==> src/rtl/picomips_pkg.sv <==
// picomips_pkg: opcodes, ALU function codes, FSM states and instruction field positions
package picomips_pkg;

    typedef enum logic [2:0] {
        OP_NOP  = 3'b000,
        OP_ADD  = 3'b001,
        OP_ADDI = 3'b010,
        OP_MUL  = 3'b011,
        OP_MULI = 3'b100,
        OP_IN   = 3'b101,
        OP_JMP  = 3'b110,
        OP_RSV  = 3'b111
    } opcode_t;

    typedef enum logic [1:0] {
        S_RUN      = 2'b00,
        S_WAIT_IN  = 2'b01,
        S_WAIT_REL = 2'b10
    } state_t;

    localparam logic [1:0] ALU_NOP = 2'b00;
    localparam logic [1:0] ALU_ADD = 2'b10;
    localparam logic [1:0] ALU_MUL = 2'b11;

    localparam int OP_MSB = 15;
    localparam int OP_LSB = 13;
    localparam int RD_MSB = 12;
    localparam int RD_LSB = 11;
    localparam int RS_MSB = 10;
    localparam int RS_LSB = 9;

    function automatic logic [1:0] alu_func(opcode_t op);
        return (op == OP_ADD || op == OP_ADDI) ? ALU_ADD :
               (op == OP_MUL || op == OP_MULI) ? ALU_MUL : ALU_NOP;
    endfunction

    function automatic logic uses_imm(opcode_t op);
        return op == OP_ADDI || op == OP_MULI;
    endfunction

endpackage

==> src/rtl/prog_counter.sv <==
// prog_counter: program counter register with hold, wrapping increment and load
module prog_counter #(
    parameter int PCW = 5
) (
    input  logic           clk,
    input  logic           reset,
    input  logic           inc,
    input  logic           load,
    input  logic [PCW-1:0] load_val,
    output logic [PCW-1:0] pc
);

    logic [PCW-1:0] pc_q, pc_d;

    // load has priority over increment; neither means hold
    always_comb pc_d = load ? load_val : inc ? pc_q + 1'b1 : pc_q;

    // pc register, cleared asynchronously
    always_ff @(posedge clk or posedge reset)
        if (reset) pc_q <= '0;
        else       pc_q <= pc_d;

    assign pc = pc_q;

endmodule

==> src/rtl/picomips_ctrl.sv <==
// picomips_ctrl: fetch/decode/sequencing controller for the picoMIPS datapath
module picomips_ctrl
    import picomips_pkg::*;
#(
    parameter int n   = 8,
    parameter int IW  = 16,
    parameter int PCW = 5
) (
    input  logic           clk,
    input  logic           reset,
    input  logic [IW-1:0]  instr,
    input  logic           in_valid,
    output logic [PCW-1:0] pc,
    output logic [1:0]     ALUFunc,
    output logic [1:0]     rd,
    output logic [1:0]     rs,
    output logic [n-1:0]   imm,
    output logic           use_imm,
    output logic           in_sel,
    output logic           reg_we,
    output logic           in_ack
);

    state_t  state_q, state_d;
    opcode_t op;
    logic    inc, load;
    logic    unused_bit;

    assign op         = opcode_t'(instr[OP_MSB:OP_LSB]);
    assign rd         = instr[RD_MSB:RD_LSB];
    assign rs         = instr[RS_MSB:RS_LSB];
    assign imm        = instr[n-1:0];
    assign unused_bit = instr[8];

    prog_counter #(.PCW(PCW)) u_pc (
        .clk      (clk),
        .reset    (reset),
        .inc      (inc),
        .load     (load),
        .load_val (instr[PCW-1:0]),
        .pc       (pc)
    );

    // controls from state and opcode; reset forces all controls low before any edge
    always_comb begin
        state_d = state_q;
        inc     = 1'b0;
        load    = 1'b0;
        ALUFunc = ALU_NOP;
        use_imm = 1'b0;
        in_sel  = 1'b0;
        reg_we  = 1'b0;
        in_ack  = 1'b0;
        case (state_q)
            S_RUN: begin
                ALUFunc = alu_func(op);
                use_imm = uses_imm(op);
                reg_we  = alu_func(op) != ALU_NOP;
                load    = op == OP_JMP;
                inc     = op != OP_JMP && op != OP_IN;
                state_d = op == OP_IN ? S_WAIT_IN : S_RUN;
            end
            S_WAIT_IN: begin
                reg_we  = in_valid;
                in_sel  = in_valid;
                in_ack  = in_valid;
                inc     = in_valid;
                state_d = in_valid ? S_WAIT_REL : S_WAIT_IN;
            end
            default: state_d = in_valid ? S_WAIT_REL : S_RUN;
        endcase
        if (reset) begin
            ALUFunc = ALU_NOP;
            use_imm = 1'b0;
            in_sel  = 1'b0;
            reg_we  = 1'b0;
            in_ack  = 1'b0;
        end
    end

    // sequencing state, returns to RUN asynchronously on reset
    always_ff @(posedge clk or posedge reset)
        if (reset) state_q <= S_RUN;
        else       state_q <= state_d;

endmodule
==> config.mk <==
export PLATFORM = sky130hd
export DESIGN_NAME = picomips_ctrl
export DESIGN_NICKNAME = d
export VERILOG_FILES = /design/src/rtl/picomips_pkg.sv /design/src/rtl/prog_counter.sv /design/src/rtl/picomips_ctrl.sv
export SDC_FILE = /design/constraint.sdc
export NUM_CORES = 1
export LEC_CHECK = 0
export BUFFER_PORTS_ARGS = -buffer_cell sky130_fd_sc_hd__buf_4
export CORE_MARGIN = 2
export CORE_UTILIZATION = 41
export CTS_BUF_LIST = sky130_fd_sc_hd__clkbuf_16
export CTS_CLUSTER_DIAMETER = 40
export DETAILED_ROUTE_END_ITERATION = 16
export PLACE_DENSITY = 0.86
export SLEW_MARGIN = 5
export SYNTH_ARGS = -nofsm -noshare
export SYNTH_HDL_FRONTEND = slang
export SYNTH_SLANG_ARGS = --single-unit
export TNS_END_PERCENT = 20
==> constraint.sdc <==
create_clock -name clk -period 2.3 [get_ports clk]
set_input_delay 0.115 -clock clk [delete_from_list [all_inputs] [get_ports clk]]
set_output_delay 0.115 -clock clk [all_outputs]
set_load 0.05 [all_outputs]
Yosys cells after proc, flatten, opt, wreduce, memory -nomap -nowiden
Cells that the tools add are included.
{ "word_totals": {"input_bits": 19, "word_cells": 37, "output_inout_bits": 23, "reg_bits": 7} }
{ "op_classes": {"n_mux": 18, "n_eq_ne": 9, "n_reduce_logical": 7, "add_sub_neg": 1} }
{ "ops": {"columns": ["op", "count"], "rows": [
  ["2-bit 2-to-1 mux", 6],
  ["5-bit 2-to-1 mux", 2],
  ["3-bit equality test, second input constant", 3],
  ["1-bit 2-to-1 mux", 7],
  ["3-bit by 2-bit equality test with 1-bit output, second input constant", 2],
  ["3-bit != test, second input constant", 2],
  ["5-bit by 1-bit adder with 5-bit output, second input constant", 1],
  ["1-bit one-hot mux with 2 select lines", 2],
  ["2-bit one-hot mux with 2 select lines", 1],
  ["2-bit nonzero test", 2],
  ["3-bit by 1-bit equality test with 1-bit output, second input constant", 1],
  ["1-bit logical OR", 3],
  ["2-bit by 1-bit equality test with 1-bit output, second input constant", 1],
  ["2-bit zero test", 1],
  ["1-bit logical AND", 1]
]} }

Longest topological paths before layout
{ "depth": {"ltp_word": 7, "ltp_mapped": 5, "ltp_nobuf": 5} }

Modules after synthesis
Synthesis repeated with hierarchy kept, for this count alone.
{ "hier_totals": {"cells_unflattened": 63, "hier_area_um2": 569.3} }
{ "modules_own_cells": {"columns": ["module", "n_inst", "seq_area_each_um2", "area_each_um2", "cells_each"], "rows": [
  ["picomips_ctrl", 1, 50.0, 316.6, 38],
  ["prog_counter", 1, 125.1, 252.7, 25]
]} }

Worst setup path before layout
No wires, ideal clock.
{ "synth_timing": {"kind": "register to output", "start": "register state_q[1]", "end": "output reg_we", "t_arrival_ns": 2.626, "t_required_ns": 2.185, "stages_incl_launch_ff": 3, "path_buffers": 0, "slack_ns": -0.441, "path_cell_list": "dfrtp_1 > nor4bb_1 > or2_1"} }
{ "synth_via": {"elab_chain_len": 3, "word_cells_on_any_way": 4, "cone_classes": "eq/ne (1); mux (2); reduce/logical (1)"} }
{ "synth_lines": {"columns": ["item", "line", "text"], "rows": [
  ["from (decl)", "picomips_ctrl.sv:24", "state_t state_q, state_d;"],
  ["from (signal assigned)", "picomips_ctrl.sv:84", "else state_q <= state_d;"],
  ["2-bit by 1-bit equality test with 1-bit output or 2-bit zero test (tied branches)", "picomips_ctrl.sv:54", "case (state_q)"],
  ["1-bit one-hot mux with 2 select lines (*)", "picomips_ctrl.sv:54", null],
  ["1-bit 2-to-1 mux (*)", "picomips_ctrl.sv:72", "if (reset) begin"],
  ["to (decl)", "picomips_ctrl.sv:20", "output logic reg_we,"]
]} }
Mark *: on every way between the ends. The rest lies on a longest branch, timed or not.

Worst setup path after layout
{ "layout_timing": {"start": "input reset", "end": "output reg_we"} }
{ "layout_via": {"elab_chain_len": 1} }
{ "layout_lines": {"columns": ["item", "line", "text"], "rows": [
  ["from (decl)", "picomips_ctrl.sv:10", "input logic reset,"],
  ["1-bit 2-to-1 mux", "picomips_ctrl.sv:72", null]
]} }
No other way between the ends.

==> out/metrics.yaml <==
io_pins: 42
worst-path-buf-inv: 3
timing.final.crit_period_ns: 1.729
critPathSlowestCell: "dlygate4sd3_1"
clk_path_buf_depth: 2
cts_sinks: 7
syn_nets: 88
layout-drive-gt1-share_pct: 39.29
drv_slew: 0
met3_length_microns: 107
die_h_microns: 41.26
rsz0062_at_grt: "false"
core-area_sq_um: 1301
grt.overflow.total: 0
synth_area_leaders: "dfrtp_1 (31%), buf_4 (17%), mux2i_1 (5.3%)"
critPathMaxStageDelay_ns: 0.53
antenna_cells: 0
yosys.area.top_type: "dfrtp_1"
die_area_sq_um: 1702
synthesis.area_sq_um: 569.3
critPathLaunchType: "input port"
htree_levels: 1
wl_met1_microns: 466
std_cell_rows: 13
synth_most_common_cell: "buf_4"
synthArstFlopShare_pct: 100.0
ys_warn_count: 0
ant_nets: 0
cp.required_ns: 2.18
grt_pass1_vias: 455
finalNonFillerCells: 99
drt-total-wl_microns: 1246
cp_common_cell: "buf_4"
crit_path_max_fanout: 3
num-fill-cells: 126
fin_setup_tns_ns: 0
drc: 0
antenna_found_initial: 0
root_buffer: "clkbuf_16"
initial_core_util_pct: 43.75
wl_per_cell_microns: 12.59
drtIter0Drc: 5
synth-edff-count: 0
top_layer: "met4"
setup_viol: 0
grt_use_total_pct: 19.02
drv_cap: 0
fmax_mhz: 578.2
ir_drop_v: 0.0005626
synth.avg_cell_area_sq_um: 8.372
synth.distinct_cells: 28
synth_top_area_share_pct: 30.77
crit_type: "in2out"
p_per_area_nw_per_um2: 1261
grt_max_degree: 9
wl_met2_microns: 649
cts_setup_buffers: 0
insertion_delay_ns: 0.23
synth_common_cells: "buf_4 (13), dfrtp_1 (7), nor2_1 (6)"
numPortBuffers: 26
crit_family: "buffers and inverters"
dpl.hpwl_microns: 968.4
timing.final.crit_share_pct: 75.20
ys_ff_latch: 7
area.growth.synth_to_final_pct: 35.38
die_w_microns: 41.26
cts_tree: "built"
hp-class: "in2reg"
drt_pre_antenna_iters: 2
routed_via_density: 5.071
gp_congestion: 0.7670
clock_skew_ns: 0.002413
vias: 502
synthCells: 68
status: "finished clean"
ys.flop_type: "dfrtp_1"
final_hold_viol_count: 0
crit_chain: "dlygate4sd3_1, buf_4, or3_1, a21oi_1, or2_1, buf_4"
nets: 105
cts-buffers-inserted: 3
yosysSeqAreaShare_pct: 30.77
grt_pass1_wl_microns: 1952
worstPathArrival_ns: 1.61
relSlewSlack_pct: 49.05
p_leak_nw: 0.3975
dp_cells: 94
endpoint_kind: "primary output"
path_clk_slew_ns: 0.04
worst-slew-pin-transition_ns: 0.7573
cell families (layout without fill, tap and decap cells):
kind of cell,after synthesis,in the layout,synth area share (%)
AND/OR/NAND/NOR,25,25,23.96
buffers and inverters,19,35,21.54
AO/OA/AOI/OAI,12,12,14.73
flip-flops,7,7,30.77
multiplexers,3,3,5.275
adder cells (fa/ha/maj),1,1,2.197
XOR/XNOR,1,1,1.539
worst reg2reg max path: cells and delay by family (launching register included):
family | cells | cell delay (ns)
flip-flops | 1 | 0.45
AND/OR/NAND/NOR | 1 | 0.69
multiplexers | 1 | 0.17
AO/OA/AOI/OAI | 1 | 0.20
path summary, 6_finish.rpt:
| kind | slack, ns | end | startpoint | depth (start not counted) |
|---|---|---|---|---|
| min in group asynchronous | 0.39 | u_pc.pc[1]$_DFFE_PP0P_ | reset | 3 |
| min reg2reg | 0.58 | u_pc.pc[4]$_DFFE_PP0P_ | u_pc.pc[4]$_DFFE_PP0P_ | 2 |
| max | 0.57 | reg_we | reset | 6 |
| max in group asynchronous | 1.69 | state_q[1]$_DFF_PP0_ | reset | 3 |
| max reg2reg | 0.71 | u_pc.pc[2]$_DFFE_PP0P_ | state_q[1]$_DFF_PP0_ | 3 |
| min | 0.12 | u_pc.pc[0]$_DFFE_PP0P_ | instr[0] | 3 |
power breakdown:
group	switching (W)	internal (W)
sequential	0.0000553	0.000171
clock	0.0000706	0.000226
combinational	0.000294	0.000155
total	0.000420	0.000552
cells in the final DEF, fill, tap and decap left out, types with 2 or more instances in the layout:
cell type,n
buf_4,26
dfrtp_1,7
nor2_1,6
nand2_1,5
inv_1,5
a21oi_1,4
mux2i_1,3
clkbuf_16,3
or3_1,2
nor3_1,2
nand3_1,2
o22ai_1,2
layer usage:
| layer | vias up | GRT usage (%) |
|---|---|---|
| met1 | 221 | 18.95 |
| met2 | 21 | 33.59 |
| met4 | 0 | 7.258 |
| met5 | - | 0 |
| li1 | 257 | - |
| met3 | 3 | 9.239 |
state kept, by name, summed over array words and instances (netlist names):
name	cells
state_q	2
u_pc.pc	5
layout make-up:
type	instances	area, sq um	share of cell area (%)
multi-input cells	42	277.8	36.04
repair buffers	27	205.2	26.62
flip-flops and latches	7	175.2	22.73
clock buffers	3	75.07	9.740
well taps	15	18.77	2.435
inverters	4	15.01	1.948
clock inverters	1	3.754	0.4870
what timing repair did:
item / in CTS / in global routing
resized for setup: 0 / 0
hold buffers: 1 / 0
endpoints found under the hold margin: 7 / 0
stage by stage:
step	util [%]	area [sq um]	setup slack, ns	total power, W	hold WS [ns]
final	59.23	770.7	0.5705	0.0009716	0.1241
after global routing	59.23	770.7	0.4250	0.001029	0.1358
after floorplan	-	575.6	0.05304	0.0005807	-0.08160
after CTS	59.23	770.7	0.5655	0.0009806	0.1239
after detailed placement	52.40	681.9	0.6996	0.0006773	0.09660
after global placement	52.40	681.9	0.7560	0.0006604	0.07882
Power figures use the tool's default switching activity.
